`src/rtl/instruction_loader.sv`:
```
// Instruction loader: turns a received byte stream into instruction memory writes.
//
// Stream: 4-byte big-endian word count N, then N words of 4 bytes each, big-endian.
// Each completed word produces a one-cycle write strobe in the cycle after its last
// byte. The first write goes to address 0, and each later write goes to the next address.
//
// Optional feature: define LOADER_CHECKSUM_EN to expect one trailing byte equal to the
// XOR of all data bytes. A mismatch ends in ERROR. Words already written stay written.
//
// Parameters:
//   MEM_SIZE         maximum accepted word count
//   ADDR_WIDTH       width of mem_address
// Ports:
//   clk              clock, rising edge
//   reset            synchronous active-high reset
//   start            re-arms the loader from DONE or ERROR; ignored elsewhere
//   rx_valid/rx_data received byte strobe and byte
//   mem_write_enable one-cycle write strobe
//   mem_address      word address of the write (held between writes)
//   mem_write_data   word being written (held between writes)
//   loading          high in COUNT or DATA
//   done             high in DONE
//   error            high in ERROR
module instruction_loader #(
    parameter int unsigned MEM_SIZE   = 20000,
    parameter int unsigned ADDR_WIDTH = 16
) (
    input  logic                  clk,
    input  logic                  reset,
    input  logic                  start,
    input  logic                  rx_valid,
    input  logic [7:0]            rx_data,
    output logic                  mem_write_enable,
    output logic [ADDR_WIDTH-1:0] mem_address,
    output logic [31:0]           mem_write_data,
    output logic                  loading,
    output logic                  done,
    output logic                  error
);

`ifdef LOADER_CHECKSUM_EN
    typedef enum logic [2:0] {StCount, StData, StCheck, StDone, StError} state_e;
`else
    typedef enum logic [1:0] {StCount, StData, StDone, StError} state_e;
`endif

    state_e                state_q, state_d;
    logic [1:0]            byte_cnt_q, byte_cnt_d;
    logic [23:0]           shift_q, shift_d;     // upper three bytes of the word in flight
    logic [31:0]           count_q, count_d;     // latched word count N
    logic [31:0]           words_q, words_d;     // words completed so far
    logic                  we_q, we_d;
    logic [ADDR_WIDTH-1:0] addr_q, addr_d;
    logic [31:0]           wdata_q, wdata_d;
    logic [31:0]           word_full;
`ifdef LOADER_CHECKSUM_EN
    logic [7:0]            csum_q, csum_d;
`endif

    assign word_full = {shift_q, rx_data};

    always_comb begin
        state_d    = state_q;
        byte_cnt_d = byte_cnt_q;
        shift_d    = shift_q;
        count_d    = count_q;
        words_d    = words_q;
        we_d       = 1'b0;
        addr_d     = addr_q;
        wdata_d    = wdata_q;
`ifdef LOADER_CHECKSUM_EN
        csum_d     = csum_q;
`endif
        unique case (state_q)
            StCount: begin
                if (rx_valid) begin
                    byte_cnt_d = byte_cnt_q + 2'd1;
                    shift_d    = word_full[23:0];
                    if (byte_cnt_q == 2'd3) begin
                        count_d = word_full;
                        if (word_full == 32'd0) begin
`ifdef LOADER_CHECKSUM_EN
                            state_d = StCheck;
`else
                            state_d = StDone;
`endif
                        end else if (word_full > MEM_SIZE) begin
                            state_d = StError;
                        end else begin
                            state_d = StData;
                        end
                    end
                end
            end
            StData: begin
                if (words_q == count_q) begin
                    // Last write strobe is active this cycle; leave DATA next cycle.
`ifdef LOADER_CHECKSUM_EN
                    // A checksum byte arriving right behind the last word is taken here.
                    if (rx_valid) begin
                        state_d = (rx_data == csum_q) ? StDone : StError;
                    end else begin
                        state_d = StCheck;
                    end
`else
                    state_d = StDone;
`endif
                end else if (rx_valid) begin
                    byte_cnt_d = byte_cnt_q + 2'd1;
                    shift_d    = word_full[23:0];
`ifdef LOADER_CHECKSUM_EN
                    csum_d     = csum_q ^ rx_data;
`endif
                    if (byte_cnt_q == 2'd3) begin
                        we_d    = 1'b1;
                        wdata_d = word_full;
                        addr_d  = words_q[ADDR_WIDTH-1:0];
                        words_d = words_q + 32'd1;
                    end
                end
            end
`ifdef LOADER_CHECKSUM_EN
            StCheck: begin
                if (rx_valid) begin
                    state_d = (rx_data == csum_q) ? StDone : StError;
                end
            end
`endif
            StDone, StError: begin
                if (start) begin
                    state_d    = StCount;
                    byte_cnt_d = 2'd0;
                    shift_d    = 24'd0;
                    words_d    = 32'd0;
                    addr_d     = '0;
`ifdef LOADER_CHECKSUM_EN
                    csum_d     = 8'd0;
`endif
                end
            end
            default: state_d = StCount;
        endcase
    end

    always_ff @(posedge clk) begin
        if (reset) begin
            state_q    <= StCount;
            byte_cnt_q <= 2'd0;
            shift_q    <= 24'd0;
            count_q    <= 32'd0;
            words_q    <= 32'd0;
            we_q       <= 1'b0;
            addr_q     <= '0;
            wdata_q    <= 32'd0;
`ifdef LOADER_CHECKSUM_EN
            csum_q     <= 8'd0;
`endif
        end else begin
            state_q    <= state_d;
            byte_cnt_q <= byte_cnt_d;
            shift_q    <= shift_d;
            count_q    <= count_d;
            words_q    <= words_d;
            we_q       <= we_d;
            addr_q     <= addr_d;
            wdata_q    <= wdata_d;
`ifdef LOADER_CHECKSUM_EN
            csum_q     <= csum_d;
`endif
        end
    end

    assign mem_write_enable = we_q;
    assign mem_address      = addr_q;
    assign mem_write_data   = wdata_q;
    assign loading          = (state_q == StCount) || (state_q == StData);
    assign done             = (state_q == StDone);
    assign error            = (state_q == StError);

endmodule

```
`config.mk`:
```
export PLATFORM = sky130hd
export DESIGN_NAME = instruction_loader
export DESIGN_NICKNAME = d
export VERILOG_FILES = /design/src/rtl/instruction_loader.sv
export SDC_FILE = /design/constraint.sdc
export NUM_CORES = 1
export LEC_CHECK = 0
export ABC_AREA = 1
export CAP_MARGIN = 40
export CORE_MARGIN = 3
export CORE_UTILIZATION = 52
export CTS_CLUSTER_DIAMETER = 50
export DETAILED_ROUTE_END_ITERATION = 10
export GPL_ROUTABILITY_DRIVEN = 0
export PLACE_DENSITY = 0.72
export SETUP_SLACK_MARGIN = 0.1
export SLEW_MARGIN = 5
export SYNTH_ARGS = -nofsm -noshare
export SYNTH_HDL_FRONTEND = slang
export SYNTH_SLANG_ARGS = --single-unit
```
`constraint.sdc`:
```
create_clock -name clk -period 1.73 [get_ports clk]
set_input_delay 0.4325 -clock clk [delete_from_list [all_inputs] [get_ports clk]]
set_output_delay 0.4325 -clock clk [all_outputs]
set_load 0.05 [all_outputs]
```
## Yosys cells after proc, flatten, opt, wreduce, memory -nomap -nowiden

Index checks and enable logic that the tools add are counted.

- Word-level logic and storage cells: 62
- Bits of input ports: 12
- Output and inout bits: 52
- Bits in registers: 141

- Bitwise logic cells: 3
- $add $sub $neg: 2
- $lt $le $gt $ge: 1
- Eq/ne operators: 12
- Reductions and logical operators: 11
- Mux-type cells: 25

Operator list:

| operator | count |
|---|---|
| 2-to-1 mux 32 bit | 4 |
| 2-to-1 mux 24 bit | 3 |
| case mux 24 bit (3 select lines) | 1 |
| 2-to-1 mux 16 bit | 4 |
| case mux 32 bit (2 select lines) | 1 |
| adder 32 x 1 -> 32 bit (second input constant) | 1 |
| equality test 32 bit | 1 |
| > comparator 32 x 15 -> 1 bit (second input constant) | 1 |
| zero test 32 bit | 1 |
| case mux 16 bit (2 select lines) | 1 |
| 2-to-1 mux 2 bit | 8 |
| inequality test 2 bit (second input constant) | 7 |
| case mux 2 bit (3 select lines) | 2 |
| AND reduction 4 bit | 2 |
| equality test 2 bit (second input constant) | 3 |
| AND reduction 5 bit | 1 |
| OR reduction 4 bit | 1 |
| inverter 1 bit | 3 |
| AND reduction 3 bit | 1 |
| adder 2 x 1 -> 2 bit (second input constant) | 1 |
| equality test 2 x 1 -> 1 bit (second input constant) | 1 |
| zero test 2 bit | 1 |
| AND reduction 2 bit | 1 |
| nonzero test 2 bit | 1 |
| other kinds (3) | 3 |

## Longest topological paths before layout

Gate-level depths: netlist of run 1.

- Depth in word-level cells: 6
- Mapped depth: 14
- Depth with buffers taken out: 12

## Worst setup path before layout of run 1

OpenSTA, ideal clock, no wires.

- Path kind: flip-flop to output port
- From: register state_q[1]
- To: output port done
- Path buffers: 1
- Required time: 1.297 ns
- Arrival: 1.550 ns
- Stages on the path, launching flop included: 4
- Setup slack: -0.253 ns
- Cell sequence: dfxtp_1 inv_1 clkbuf_1 nor2_1

- Word-level cells in the longest chain between the ends: 1

Ends and longest elaborated chain:

| what | RTL line | text |
|---|---|---|
| from (decl) | 47 | `state_e state_q, state_d;` |
| from (signal assigned) | 147 | `state_q <= StCount;` |
| from (signal assigned) | 159 | `state_q <= state_d;` |
| equality test 2 bit | 177 | `assign done = (state_q == StDone);` |
| to (decl) | 37 | `output logic done,` |

No other way between the ends.

## Final worst setup path of run 1

- From: register shift_q[1]
- To: register state_q[1]

- Word-level cells in the longest chain between the ends: 6
- Elaborated cells on any way between the ends: 7
- Classes of those cells: 1 x order compare; 5 x mux; 1 x reduce/logical

Ends and longest elaborated chain:

| what | RTL line | text |
|---|---|---|
| from (decl) | 49 | `logic [23:0] shift_q, shift_d;` |
| from (signal assigned) | 161 | `shift_q <= shift_d;` |
| > comparator 32 x 15 -> 1 bit | 87 | `end else if (word_full > MEM_SIZE) begin` |
| 2-to-1 mux 2 bit | 87 |  |
| 2-to-1 mux 2 bit (*) | 81 | `if (word_full == 32'd0) begin` |
| 2-to-1 mux 2 bit (*) | 79 | `if (byte_cnt_q == 2'd3) begin` |
| 2-to-1 mux 2 bit (*) | 76 | `if (rx_valid) begin` |
| case mux 2 bit (3 select lines) (*) | 74 | `unique case (state_q)` |

Mark *: on every way between the ends. The rest lies on a longest branch, timed or not. The select of a mux whose other input is x is not followed.
A chain may end at the register's enable or synchronous reset.

==> results of run 1 <==
==> metal layers <==
layer	up-vias	routed length, µm
li1	3856	-
met5	-	0
met2	451	12600
met1	3787	9850
met3	153	2240
met4	0	1740
==> path summary, 6_finish.rpt <==
| check | startpoint | to | slack (ns) | depth (start not counted) |
|---|---|---|---|---|
| worst max-delay path | shift_q[1] | state_q[1] | -0.12 | 9 |
| worst min-delay path | mem_address[10] | mem_address[10] | 0.47 | 2 |
| worst max register to register | shift_q[1] | state_q[1] | -0.12 | 9 |
| worst min register to register | mem_address[10] | mem_address[10] | 0.47 | 2 |
==> timing repair <==
action | 4_1_cts | 5_1_grt
pin swaps | 16 | 25
setup buffers | 6 | 11
setup endpoints to repair | 111 | 125
gates resized for setup | 112 | 110
gates cloned | 7 | 7
hold endpoints to repair | 0 | 0
==> report_power, final <==
group / leakage [nW] / internal [W] / total, W / switching (W)
clock: 0.305 / 0.00240 / 0.00390 / 0.00150
sequential: 1.16 / 0.00362 / 0.00418 / 0.000561
combinational: 3.12 / 0.00239 / 0.00591 / 0.00352
==> through the flow <==
stage | instances | worst slack (ns) | setup TNS, ns | hold slack (ns) | instance area, µm²
after global routing | 1478 | -0.249 | -13.10 | 0.482 | 10300
after global placement | 1416 | -0.183 | -15.25 | 0.455 | 8510
after floorplan | 1137 | 0.0944 | 0 | 0.444 | 7190
after CTS | 1460 | -0.0231 | -0.201 | 0.466 | 9730
after detailed placement | 1416 | -0.244 | -18.16 | 0.456 | 8510
final | 1478 | -0.118 | -2.24 | 0.469 | 10300
==> cells by family (layout without fill, tap and decap cells) <==
| kind of cell | count (synthesis) | count (layout) | synth area share |
|---|---|---|---|
| compound gates | 103 | 103 | 0.0722 |
| xor+xnor | 40 | 40 | 0.0489 |
| fa+ha+maj | 2 | 2 | 0.00349 |
| buf+inv | 156 | 321 | 0.0918 |
| flops | 141 | 141 | 0.394 |
| simple gates | 695 | 695 | 0.390 |
==> area by class of cell <==
| class | instances | area share |
|---|---|---|
| multi-input cells | 840 | 0.408 |
| flip-flops and latches | 141 | 0.279 |
| repair buffers | 202 | 0.195 |
| clock buffers | 21 | 0.0456 |
| inverters | 87 | 0.0348 |
| well taps | 176 | 0.0213 |
| clock inverters | 10 | 0.0147 |
| repair inverters | 1 | 0.00158 |
==> flip-flops by register name (all words and copies together), names as in the netlist <==
name / flops
mem_address: 16
byte_cnt_q: 2
mem_write_enable: 1
words_q: 32
mem_write_data: 32
count_q: 32
state_q: 2
shift_q: 24
==> cell usage in the layout (no fill, tap or decap), types with 12 or more instances in the layout <==
cell type	instances
inv_1	79
a21oi_1	51
dfxtp_1	111
nand3_2	12
nor2_2	39
buf_4	157
nand3_1	67
o21ai_0	24
buf_12	15
a21oi_2	17
xnor2_1	32
nand4_1	25
clkbuf_16	24
nand2_1	296
nor2_4	16
dfxtp_2	24
nor2_1	205
nand2_2	22
==> critical path, delay by kind of cell (launching register included) <==
family | cells | cell delay (ns)
AO/OA/AOI/OAI | 1 | 0.13
buffers and inverters | 1 | 0.14
flip-flops | 1 | 0.43
AND/OR/NAND/NOR | 7 | 1.05
==> Yosys cell counts <==
| cell type | count | area [µm²] |
|---|---|---|
| nor2_1 | 257 | 965 |
| nand3_1 | 80 | 400 |
| clkinv_1 | 1 | 3.75 |
| clkbuf_2 | 3 | 15.0 |
| o21ai_0 | 34 | 170 |
| nand3_2 | 1 | 10.0 |
| buf_1 | 6 | 22.5 |
| buf_6 | 4 | 45.0 |
| nand2_1 | 324 | 1220 |
| dfxtp_1 | 141 | 2820 |
| nand4_1 | 25 | 156 |
| nor3_1 | 2 | 10.0 |
| inv_1 | 84 | 315 |
| buf_2 | 16 | 80.1 |
| ha_1 | 2 | 25.0 |
| a21oi_1 | 68 | 340 |
| nand3b_1 | 1 | 7.51 |
| nor2_2 | 3 | 18.8 |
| clkbuf_1 | 35 | 131 |
| and2_1 | 1 | 6.26 |
| xor2_1 | 2 | 17.5 |
| buf_4 | 5 | 37.5 |
| inv_2 | 2 | 7.51 |
| xnor2_1 | 38 | 333 |
| or2_2 | 1 | 6.26 |
| o31ai_1 | 1 | 7.51 |
==> out/results.ini, run 1 <==
[timing]
layout_setup_ws_ns=-0.118
period_share=1.07
clock_skew_ns=0.0110
final-hold-violation-count=0
fin_crit_ns=1.85
final-max-slew-violation-count=0
slew_headroom=0.566
worstMarginPinSlew_ns=0.650
max_freq_ghz=0.541
setup_viol=71
rsz0062_at_grt=true

[detailed_routing]
wl_per_cell_um=17.9
drtIter0Drc=914
first_pass_iters=6
wirelength_mm=26.4
ant_nets=0
via_per_inst=5.58
num_vias=8247
drc=0

[floorplan]
die_y_um=123
core-area_um2=13300
start_util=0.537
rows=42
dieArea_um2=15200
die_w_um=123
num_io_pins=64

[finish]
layout-drive-gt1-share=0.294
fill_cells=925
final_util=0.773
nNetsFinal=1304
syn2layout_area_growth_pct=43.9
seqCellArea_um2=2880
diodes=0
multiInputGateArea_um2=4210

[critical_path]
cp.required_ns=2.08
arrival_ns=2.19
start_kind=flop
cpMostUsedCell=nand3_1
end_kind=flop
path_cells=inv_1 > nand4_1 > nor2_1 > nand3_1 > nand3_1 > nand2_1 > nand2_1 > nand3_1 > a21oi_1
crit_type=reg2reg
slowest_delay_ns=0.43
slowest_stage=dfxtp_1
cp_max_fo=7

[yosys]
synth.avg_cell_area_um2=6.31
syn_area_um2=7170
synth_seq_cells=141
yosysUniqueCellTypes=26
syn_nets=1151
ys_seq_area_frac=0.394
synth_warnings=0
synthCells=1137

[clocking]
clock-sinks=141
clock_path_buffers=2
clk_pin_slew_ns=0.06
root_buffer=clkbuf_16
hold_buffers=0
clk_latency_ns=0.43
htree_num_levels=4
cts_made_buffers=17
cts_tree=built

[grt]
grt_use_met1=0.372
track_usage=0.308
busiest_layer=met2
overflow=0
grt_pass1_vias=7305
use_met3=0.0622
grt_max_degree=46
grt_first_pass_wirelength_mm=36.5
antenna_found_initial=0
use_met2=0.515

[place]
hpwlAfterDp_mm=14.9
portBuffers=63

[hold_path]
hp-class=reg2reg

[power]
p_leak_nw=4.59
ir_worst_vdd_v=0.00103
power_w=0.0140
p_per_area_nw_per_um2=1360

[status]
violations=setup timing
status=finished, violations left

[run]
max_cap_viol_count=0

No activity file was read; power rests on OpenSTA's default activity.
==> run 2, diff against run 1 <==
--- a/config.mk
+++ b/config.mk
@@ -9,7 +9,7 @@
 export CAP_MARGIN = 40
 export CORE_MARGIN = 3
 export CORE_UTILIZATION = 52
-export CTS_CLUSTER_DIAMETER = 50
+export CTS_CLUSTER_DIAMETER = 40
 export DETAILED_ROUTE_END_ITERATION = 10
 export GPL_ROUTABILITY_DRIVEN = 0
 export PLACE_DENSITY = 0.72
==> results of run 2 <==
Same layout as run 1: the final DEF is identical, and so are final timing and power.
